### config.mk
export PLATFORM = sky130hd
export DESIGN_NAME = stream_frame_sink
export DESIGN_NICKNAME = d
export VERILOG_FILES = /design/src/rtl/stream_frame_sink.sv
export SDC_FILE = /design/constraint.sdc
export NUM_CORES = 1
export LEC_CHECK = 0
export BUFFER_PORTS_ARGS = -buffer_cell sky130_fd_sc_hd__buf_2
export CAP_MARGIN = 20
export CORE_AREA = 2 2 129 131
export CTS_BUF_LIST = sky130_fd_sc_hd__clkbuf_4 sky130_fd_sc_hd__clkbuf_8 sky130_fd_sc_hd__clkbuf_16
export DETAILED_ROUTE_END_ITERATION = 8
export DIE_AREA = 0 0 131 133
export PLACE_DENSITY = 0.74
export REMOVE_ABC_BUFFERS = 1
export SLEW_MARGIN = 15
export SYNTH_ARGS = -nofsm -noshare
export SYNTH_HDL_FRONTEND = slang
export SYNTH_SLANG_ARGS = --single-unit
export TNS_END_PERCENT = 1
### constraint.sdc
create_clock -name clock -period 2.8 [get_ports clock]
set_clock_uncertainty 0.05 [all_clocks]
set_input_delay 0.42 -clock clock [delete_from_list [all_inputs] [get_ports clock]]
set_output_delay 0.42 -clock clock [all_outputs]
set_load 0.01 [all_outputs]
### src/rtl/stream_frame_sink.sv
// stream_frame_sink: Avalon-ST RGB565 sink writing a linear framebuffer.
// Checks frame framing and buffers pixels against write-port stalls.
module stream_frame_sink #(
    parameter int WIDTH      = 640,
    parameter int HEIGHT     = 480,
    parameter int DATA_W     = 16,
    parameter int ADDR_W     = 19,
    parameter int FIFO_DEPTH = 4
) (
    input  logic              clock,
    input  logic              reset_n,
    output logic              sink_ready,
    input  logic              sink_valid,
    input  logic              sink_startofpacket,
    input  logic              sink_endofpacket,
    input  logic [DATA_W-1:0] sink_data,
    output logic [ADDR_W-1:0] wr_addr,
    output logic [DATA_W-1:0] wr_data,
    output logic              wr_en,
    input  logic              wr_waitrequest,
    output logic              frame_done,
    output logic [15:0]       frame_count,
    output logic              err_sop,
    output logic              err_eop
);

    localparam int              PW       = $clog2(FIFO_DEPTH);
    localparam logic [PW:0]     DEPTH_C  = (PW+1)'(FIFO_DEPTH);
    localparam logic [PW:0]     ONE_C    = (PW+1)'(1);
    localparam logic [ADDR_W-1:0] LAST_POS = ADDR_W'(WIDTH*HEIGHT-1);

    typedef enum logic {WAIT_SOP, IN_FRAME} state_t;

    state_t              state_q;
    logic [ADDR_W-1:0]   pix_cnt_q;
    logic [ADDR_W-1:0]   pos;
    logic                ready_q;
    logic                accept;
    logic                push;
    logic                pop;
    logic                at_last;
    logic                empty;
    logic [PW:0]         count_q;
    logic [PW:0]         count_d;
    logic [PW-1:0]       wptr_q;
    logic [PW-1:0]       rptr_q;
    logic                mem_last_q [FIFO_DEPTH];
    logic [ADDR_W-1:0]   mem_addr_q [FIFO_DEPTH];
    logic [DATA_W-1:0]   mem_data_q [FIFO_DEPTH];
    logic                frame_done_q;
    logic [15:0]         frame_count_q;
    logic                err_sop_q;
    logic                err_eop_q;

    assign accept  = sink_valid && ready_q;
    assign push    = accept && (sink_startofpacket || state_q == IN_FRAME);
    assign pos     = sink_startofpacket ? '0 : pix_cnt_q;
    assign at_last = (pos == LAST_POS);
    assign empty   = (count_q == '0);
    assign pop     = !empty && !wr_waitrequest;

    // Occupancy after this cycle's push and pop.
    always_comb begin
        count_d = count_q;
        if (push && !pop) begin
            count_d = count_q + ONE_C;
        end else if (!push && pop) begin
            count_d = count_q - ONE_C;
        end
    end

    // Pixel buffer storage: {last, addr, data} per entry.
    always_ff @(posedge clock or negedge reset_n) begin
        if (!reset_n) begin
            for (int i = 0; i < FIFO_DEPTH; i++) begin
                mem_last_q[i] <= 1'b0;
                mem_addr_q[i] <= '0;
                mem_data_q[i] <= '0;
            end
        end else if (push) begin
            mem_last_q[wptr_q] <= at_last && sink_endofpacket;
            mem_addr_q[wptr_q] <= pos;
            mem_data_q[wptr_q] <= sink_data;
        end
    end

    // Framing FSM, buffer pointers and registered status outputs.
    always_ff @(posedge clock or negedge reset_n) begin
        if (!reset_n) begin
            state_q       <= WAIT_SOP;
            pix_cnt_q     <= '0;
            ready_q       <= 1'b0;
            count_q       <= '0;
            wptr_q        <= '0;
            rptr_q        <= '0;
            frame_done_q  <= 1'b0;
            frame_count_q <= '0;
            err_sop_q     <= 1'b0;
            err_eop_q     <= 1'b0;
        end else begin
            frame_done_q <= 1'b0;
            err_sop_q    <= 1'b0;
            err_eop_q    <= 1'b0;
            count_q      <= count_d;
            ready_q      <= (count_d < DEPTH_C);
            if (pop) begin
                rptr_q <= rptr_q + PW'(1);
                if (mem_last_q[rptr_q]) begin
                    frame_done_q  <= 1'b1;
                    frame_count_q <= frame_count_q + 16'd1;
                end
            end
            if (push) begin
                wptr_q    <= wptr_q + PW'(1);
                err_sop_q <= (state_q == IN_FRAME) && sink_startofpacket;
                err_eop_q <= sink_endofpacket != at_last;
                pix_cnt_q <= pos + ADDR_W'(1);
                if (sink_endofpacket || at_last) begin
                    state_q <= WAIT_SOP;
                end else begin
                    state_q <= IN_FRAME;
                end
            end
        end
    end

    assign sink_ready  = ready_q;
    assign wr_en       = !empty;
    assign wr_addr     = empty ? '0 : mem_addr_q[rptr_q];
    assign wr_data     = empty ? '0 : mem_data_q[rptr_q];
    assign frame_done  = frame_done_q;
    assign frame_count = frame_count_q;
    assign err_sop     = err_sop_q;
    assign err_eop     = err_eop_q;

endmodule

Yosys cells after proc, flatten, opt, wreduce, memory -nomap -nowiden
Index checks and enable logic that the tools add are counted.
{ "totals": {"register_bits": 191, "latchBits": 0, "ramBits": 0, "romBits": 0, "in_bits": 22, "out_inout_bits": 56, "wordCells": 80, "n_memories": 0} }
{ "op_classes": {"addsub": 6, "mul": 0, "div_mod_pow": 0, "order_cmp": 4, "n_eq_ne": 2, "shifts": 0, "muxes": 28, "n_bitwise": 2, "n_reduce_logical": 16} }
{ "op_table": {"columns": ["cell", "n"], "rows": [
  ["two-way mux 19 bit", 5],
  ["bitwise mux 76 bit", 1],
  ["bitwise mux 64 bit", 1],
  ["two-way mux 16 bit", 4],
  ["binary-select mux 19 bit (select 2 bit)", 1],
  ["demux 19 bit (select 2 bit)", 1],
  ["binary-select mux 16 bit (select 2 bit)", 1],
  ["demux 16 bit (select 2 bit)", 1],
  ["adder 19 x 1 -> 19 bit (second input constant)", 1],
  ["equality test 19 bit (second input constant)", 1],
  ["adder 16 x 1 -> 16 bit (second input constant)", 1],
  ["logical AND 1 bit", 8],
  ["two-way mux 1 bit", 8],
  ["greater-or-equal comparator 3 bit (second input constant)", 2],
  ["two-way mux 3 bit", 2],
  ["inverter 2 -> 3 bit", 2],
  ["adder 2 x 1 -> 2 bit (second input constant)", 2],
  ["bitwise mux 4 bit", 1],
  ["zero test 1 bit", 4],
  ["adder 3 x 1 -> 3 bit (second input constant)", 1],
  ["zero test 3 bit", 1],
  ["less-than comparator 3 x 1 -> 1 bit (second input constant)", 1],
  ["less-than comparator 3 bit (second input constant)", 1],
  ["subtractor 3 x 1 -> 3 bit (second input constant)", 1],
  ["5 further kinds", 6]
]} }

Longest topological paths before layout
Gate-level depths: netlist of the first run.
{ "logic_depth": {"ltp_word": 7, "ltp_mapped": 11} }

Worst setup path after synthesis of the first run
Ideal clock, no wire load.
{ "synth_timing": {"path_kind": "in2reg", "startpoint": "input sink_startofpacket", "endpoint": "register pix_cnt_q[6]", "setup_time_ns": 0.121, "arrival_time_ns": 2.105, "required_time_ns": 2.629, "path_slack_ns": 0.524, "stages": 9, "path_cell_list": "buf_2 > clkbuf_1 > nand2b_1 > inv_1 > ha_1 > inv_1 > or3_1 > or3_1 > xor2_1"} }
{ "synth_between": {"elab_chain_cells": 2} }
{ "synth_rtl": {"columns": ["element", "line", "source"], "rows": [
  ["start, declared", "14", "input logic sink_startofpacket,"],
  ["two-way mux 19 bit", "57", "assign pos = sink_startofpacket ? '0 : pix_cnt_q;"],
  ["named net pos[0]", "36", "logic [ADDR_W-1:0] pos;"],
  ["adder 19 x 1 -> 19 bit", "117", "pix_cnt_q <= pos + ADDR_W'(1);"],
  ["end signal, assigned", "117", null],
  ["end, declared", "35", "logic [ADDR_W-1:0] pix_cnt_q;"]
]} }
The timed path passes the listed nets, and every way through them passes these cells.
A chain may end at the register's enable or synchronous reset.

Final worst setup path of the first run
{ "layout_timing": {"startpoint": "register rptr_q[0]", "endpoint": "output wr_data[10]"} }
{ "layout_between": {"elab_chain_cells": 5} }
{ "layout_rtl": {"columns": ["element", "line", "source"], "rows": [
  ["start, declared", "46", "logic [PW-1:0] rptr_q;"],
  ["start signal, assigned", "107", "rptr_q <= rptr_q + PW'(1);"],
  ["inverter 2 -> 3 bit (implied by the code)", "130", "assign wr_data = empty ? '0 : mem_data_q[rptr_q];"],
  ["binary-select mux 16 bit (select 2 bit)", "130", null],
  ["two-way mux 16 bit (implied by the code) (2 in a row)", "130", null],
  ["two-way mux 16 bit", "130", null],
  ["end, declared", "18", "output logic [DATA_W-1:0] wr_data,"]
]} }
No other way between the ends. The select of a mux whose other input is x is not followed.

==> results of run 1 <==
logic make-up (layout without fill, tap and decap cells):
logic type      count (synthesis)  after routing  synth area share, %
mux                           105            105                 18.1
flops                         191            191                 54.5
xor+xnor                       35             35                 3.50
simple gates                  236            236                 13.8
compound gates                 89             89                 5.31
buf+inv                        54            143                 2.86
fa+ha+maj                      13             13                 1.86
Yosys cell counts (all sizes together), types with 3 or more instances:
master | number | area, um^2
a21oi | 4 | 20.0
and2 | 36 | 225
nor2 | 13 | 48.8
nor4 | 5 | 31.3
o21ai | 82 | 410
dfrtp | 191 | 4780
mux4 | 36 | 811
mux2 | 69 | 777
inv | 15 | 56.3
nand4 | 20 | 125
xor2 | 12 | 105
buf | 21 | 126
ha | 13 | 163
nand2b | 19 | 119
nand2 | 113 | 454
nor3 | 5 | 25.0
nand4b | 3 | 26.3
nand3 | 8 | 40.0
and3 | 7 | 43.8
clkbuf | 18 | 67.6
xnor2 | 23 | 201
sequential cells by signal, indices dropped and copies added (netlist names), 2 cells and up:
signal       cells
mem_addr_q      76
mem_data_q      64
pix_cnt_q       19
frame_count     16
mem_last_q       4
count_q          3
rptr_q           2
wptr_q           2
repair_timing:
action | in CTS | in global routing
setup endpoints to repair | 0 | 8
hold endpoints to repair | 69 | 0
gates resized for setup | 0 | 1
hold buffers | 1 | 0
final timing paths:
| path | slack [ns] | cells after the start | end |
|---|---|---|---|
| max in group asynchronous | 1.38 | 3 | mem_addr_q[27] |
| min in group asynchronous | 0.50 | 2 | mem_data_q[59] |
| worst min register to register | 0.43 | 2 | mem_addr_q[47] |
| worst max-delay path | 0.16 | 4 | wr_data[10] |
| worst max register to register | 0.67 | 9 | sink_ready |
| worst min-delay path | 0.22 | 2 | mem_data_q[12] |
final cells by class:
| type | count | area, um^2 |
|---|---|---|
| Tap cell | 220 | 275 |
| Clock inverter | 12 | 136 |
| Inverter | 15 | 56.3 |
| Sequential cell | 191 | 4780 |
| Clock buffer | 20 | 467 |
| Fill cell | 1288 | 6130 |
| Timing Repair Buffer | 96 | 587 |
| Multi-Input combinational cell | 478 | 3730 |
critical path, cell delays in order (launching register included):
cell	delay, ns
dfrtp_4	0.56
buf_12	0.31
mux4_2	0.56
and2_1	0.17
buf_2	0.13
power groups by stage:
stage / Sequential (mW) / Combinational [mW] / Clock, mW
6_report: 3.86 / 2.88 / 2.43
5_1_grt: 3.93 / 3.18 / 2.60
4_1_cts: 3.85 / 2.93 / 2.46
3_5_place_dp: 3.90 / 2.92 / 0
3_3_place_gp: 3.82 / 2.81 / 0
2_1_floorplan: 3.87 / 1.87 / 0
layer usage:
layer	GRT usage, %	wire length, um
met3	4.69	671
met4	7.39	363
met2	36.2	9100
met1	30.5	7990
met5	0	0
==> flow_metrics.py, run 1 <==
metrics = {
    "sta": {
        "fmax_mhz": 379,
        "finalSetupTns_ns": 0,
        "setup_violations": 0,
        "period_minus_slack_ns": 2.64,
        "finalCritPeriodShare_pct": 94.3,
        "hold_viol": 0,
        "worstMarginPinSlew_ns": 0.711,
        "report.final.slew_viol_count": 0,
        "slew_headroom_pct": 52.5,
        "postLayoutSetupSlackWorst_ns": 0.160,
        "grt_setup_unrepaired": "no",
        "fin_hold_ws_ns": 0.215,
    },
    "floorplan": {
        "pin_count": 78,
        "start_util_pct": 54.2,
        "die_w_um": 131,
        "die_h_um": 133,
        "core_area_mm2": 0.0162,
        "dieArea_mm2": 0.0174,
        "rows": 47,
    },
    "detailed_routing": {
        "first_iter_violations": 442,
        "drc_errors": 0,
        "vias": 5824,
        "route.detailed.vias_per_inst": 5.64,
        "drtAntennaViolNets": 0,
        "drtPass1Iterations": 5,
        "drt-total-wl_um": 18100,
        "wl_per_cell_um": 17.6,
    },
    "synth": {
        "synth_edf_count": 0,
        "syn_inst": 723,
        "avgSynthCellArea_um2": 12.1,
        "yosysWarnings": 0,
        "syn_area_mm2": 0.00876,
        "synth-async-reset-ratio_pct": 100,
        "synth.distinct_cells": 33,
        "ys_ff_latch": 191,
        "synth-seq-area-share_pct": 54.5,
        "ys.flop_type": "dfrtp_1",
    },
    "finish": {
        "final_cell_mix": "dfrtp_1, nand2_1, o21ai_0, buf_2, mux2_2",
        "final_cell_area_mm2": 0.0100,
        "nets": 834,
        "fin_cells": 1032,
        "drive_gt1_share_pct": 29.8,
        "fin_util_pct": 62.1,
        "layout_commonest_cell": "dfrtp_1",
        "antenna_cells": 0,
        "area_delta_synth_final_pct": 14.6,
    },
    "min_path": {
        "min_path_type": "in2reg",
        "hp-start": "sink_data[12]",
    },
    "global_routing": {
        "grt_max_degree": 72,
        "grt_pass1_wl_um": 30200,
        "grt-ovfl-total": 0,
        "grt_pass1_vias": 5993,
        "grt.total_usage_pct": 22.4,
        "grt_antenna_before_repair": 0,
    },
    "power_and_ir_drop": {
        "p_clk_share_pct": 26.5,
        "swShare_pct": 31.1,
        "power_density_mw_per_mm2": 913,
        "p_seq_share_pct": 42.1,
        "power_leakage_nw": 4.57,
        "pwr-share-comb_pct": 31.4,
        "power_mw": 9.16,
        "p_int_mw": 6.31,
        "switchingPower_mw": 2.85,
        "vdd_drop_max_mv": 0.432,
    },
    "clock_tree": {
        "cts_setup_buffers": 0,
        "cts_tree": "done",
        "tritoncts.num_buffers": 17,
        "clkTransAtPathRegs_ns": 0.07,
        "insertion_delay_ns": 0.43,
        "clockBufferDepth": 2,
        "cts_root_buf": "clkbuf_16",
        "cts.sinks": 191,
        "cts_max_level": 4,
    },
    "placed_design": {
        "numPlacedInstances": 999,
        "pre_cts_ws_ns": 0.416,
        "gp_congestion": 0.814,
        "dp_hpwl_um": 11900,
        "dpl_cell_area_mm2": 0.00942,
        "numPortBuffers": 77,
    },
    "critical_path": {
        "critPathCaptureType": "output port",
        "cp-startpoint": "rptr_q[0]",
        "crit_arrival_ns": 2.17,
        "critPathMaxFanout": 30,
        "setup.worst_path.start_class": "flip-flop",
        "r2r-start": "count_q[0]",
        "cp.required_ns": 2.33,
        "critical_path_class": "reg2out",
    },
    "run": {
        "maxCapViolCount": 0,
    },
    "status": {
        "status": "finished, final reports clean",
    },
}
Note: power is estimated with default switching activity, not from simulation.
==> inputs of run 2 (changes only) <==
Settings changed: BUFFER_PORTS_ARGS -buffer_cell sky130_fd_sc_hd__buf_2 to -buffer_cell sky130_fd_sc_hd__buf_4, CTS_BUF_LIST sky130_fd_sc_hd__clkbuf_4 sky130_fd_sc_hd__clkbuf_8 sky130_fd_sc_hd__clkbuf_16 to sky130_fd_sc_hd__clkbuf_2.
==> flow_metrics.py, run 2 (same netlist as run 1, synthesis figures left out) <==
metrics = {
    "critical_path": {
        "crit_arrival_ns": 2.34,
        "reg2reg_slack_ns": 0.44,
        "timing.rr.end": "frame_count[15]",
        "cpLargestDelayFamily": "multiplexers",
        "cp-startpoint": "rptr_q[0]",
        "critPathCaptureType": "output port",
        "worstRegToRegCells": 6,
        "crit_cells": 5,
        "cp_common_cell": "buf_6",
        "path_cells": "buf_6 -> buf_12 -> mux4_2 -> and2_4 -> buf_6",
        "cp_slowest_stage_delay_ns": 0.51,
        "crit_end": "wr_addr[17]",
        "worst-path-buf-inv": 3,
        "critical_path_class": "reg2out",
        "setup.worst_path.start_class": "flip-flop",
        "critPathMaxFanout": 5,
        "cp_slowest_cell": "mux4_2",
        "r2r-start": "rptr_q[0]",
        "cp.required_ns": 2.33,
    },
    "finish": {
        "reg_top3": "mem_addr_q x76, mem_data_q x64, pix_cnt_q x19",
        "drive_gt1_share_pct": 33.5,
        "nets": 872,
        "final_cell_mix": "dfrtp_1, nand2_1, o21ai_0, mux2_2, buf_4",
        "fill_cells": 1212,
        "top_register": "mem_addr_q",
        "fin_cells": 1071,
        "layout_commonest_cell": "dfrtp_1",
        "seq_area_mm2": 0.00478,
        "largest_reg_flops": 76,
        "fin_util_pct": 64.5,
        "multi_input_area_mm2": 0.00381,
        "area_delta_synth_final_pct": 19.1,
    },
    "power_and_ir_drop": {
        "power_leakage_nw": 4.72,
        "power_mw": 8.82,
        "vdd_drop_max_mv": 0.568,
        "power_density_mw_per_mm2": 846,
    },
    "global_routing": {
        "grt_max_degree": 65,
        "use_met3_pct": 3.23,
        "grt_antenna_before_repair": 1,
        "grt-ovfl-total": 0,
        "grt-busiest-layer": "met2",
        "grt.total_usage_pct": 22.7,
        "grt_pass1_wl_um": 30600,
        "use_met1_pct": 31.9,
        "grt_use_met2_pct": 36.5,
        "grt_pass1_vias": 6147,
    },
    "sta": {
        "period_minus_slack_ns": 2.81,
        "report.final.slew_viol_count": 0,
        "hold_viol": 0,
        "setup_violations": 2,
        "fmax_mhz": 356,
        "slew_headroom_pct": 52.0,
        "grt_setup_unrepaired": "yes",
        "worstMarginPinSlew_ns": 0.718,
        "finalCritPeriodShare_pct": 100,
        "postLayoutSetupSlackWorst_ns": -0.0103,
    },
    "detailed_routing": {
        "drtPass1Iterations": 5,
        "drtAntennaViolNets": 0,
        "drc_errors": 0,
        "route.detailed.vias_per_inst": 5.49,
        "vias": 5875,
        "first_iter_violations": 375,
        "wl_per_cell_um": 17.4,
        "drt-total-wl_um": 18700,
    },
    "status": {
        "status": "finished with violations",
        "violations": "setup timing",
    },
    "clock_tree": {
        "clockBufferDepth": 2,
        "clkTransAtPathRegs_ns": 0.25,
        "cts_root_buf": "clkbuf_2",
        "cts.sinks": 191,
        "cts_max_level": 4,
        "cts_tree": "done",
        "tritoncts.num_buffers": 17,
        "insertion_delay_ns": 0.77,
    },
    "floorplan": {
        "die_w_um": 131,
        "core_area_mm2": 0.0162,
        "die_h_um": 133,
        "pin_count": 78,
        "start_util_pct": 54.2,
        "dieArea_mm2": 0.0174,
        "rows": 47,
    },
    "placed_design": {
        "dp_hpwl_um": 12000,
        "numPortBuffers": 77,
        "pre_cts_ws_ns": 0.434,
        "gp_congestion": 0.854,
        "numPlacedInstances": 1003,
    },
    "min_path": {
        "min_path_type": "in2async",
    },
    "run": {
        "maxCapViolCount": 0,
    },
}
## run 2: cell count changes in the layout (fill, tap and decap cells not counted), moves of 17 or more
cell | previous run | this run
clkbuf_16 | 17 | 0
dlygate4sd3_1 | 1 | 21
buf_6 | 1 | 39
and2_4 | 0 | 29
buf_4 | 14 | 66
clkbuf_2 | 0 | 19
and2_1 | 36 | 7
buf_2 | 76 | 0
## run 2: what timing repair did
| item | in CTS | in global routing |
|---|---|---|
| gates cloned | 2 | 0 |
| gates resized for setup | 70 | 15 |
| pin swaps | 17 | 0 |
| setup endpoints to repair | 36 | 35 |
| hold buffers | 21 | 0 |
| hold endpoints to repair | 144 | 0 |
| buffers inserted | 13 | 0 |
## run 2: report_power, final
group          switching (mW)  total (mW)  leakage, nW  internal [mW]
registers               0.375        3.77         2.51           3.39
logic                    1.61        3.86         2.08           2.25
clock network           0.879        1.19        0.119          0.311
## run 2: routing by layer
| layer | vias to the layer above | wire length, um |
|---|---|---|
| li1 | 2753 | - |
| met1 | 2984 | 8190 |
| met2 | 116 | 9620 |
| met3 | 22 | 558 |
| met4 | 0 | 307 |
| met5 | - | 0 |
## run 2: worst register-to-register path, delay by kind of cell (launching register included)
kind                   cells  cell delay [ns]
XOR/XNOR                   1             0.21
buffers and inverters      2             0.29
flip-flops                 1             0.56
multiplexers               1             0.33
AND/OR/NAND/NOR            2             0.89
## run 2: how the worst min path moves through the flow
stage             from              to  slack (ns)  cells after the start
2_1_floorplan  reset_n      count_q[0]        0.07                      0
3_3_place_gp   reset_n  mem_data_q[43]        0.37                      1
3_5_place_dp   reset_n  mem_data_q[27]        0.38                      1
4_1_cts        reset_n  mem_data_q[44]        0.08                      2
5_1_grt        reset_n  mem_data_q[27]        0.12                      2
6_report       reset_n  mem_data_q[44]         0.1                      2
## run 2: cell type report
type | count | share of cell area [%]
Antenna cell | 1 | 0.0240
Timing Repair Buffer | 134 | 12.6
Sequential cell | 191 | 45.9
Tap cell | 220 | 2.64
Clock inverter | 13 | 0.947
Clock buffer | 19 | 0.911
Inverter | 15 | 0.540
Multi-Input combinational cell | 478 | 36.5
## run 2: stage by stage
stage / instance area, um^2 / hold WS, ns / setup TNS [ns]
2_1_floorplan: 8570 / 0.0744 / -4.49
3_3_place_gp: 9620 / 0.372 / 0
3_5_place_dp: 9620 / 0.381 / 0
4_1_cts: 10400 / 0.0828 / -0.193
5_1_grt: 10400 / 0.119 / -1.55
6_report: 10400 / 0.0990 / -0.0128
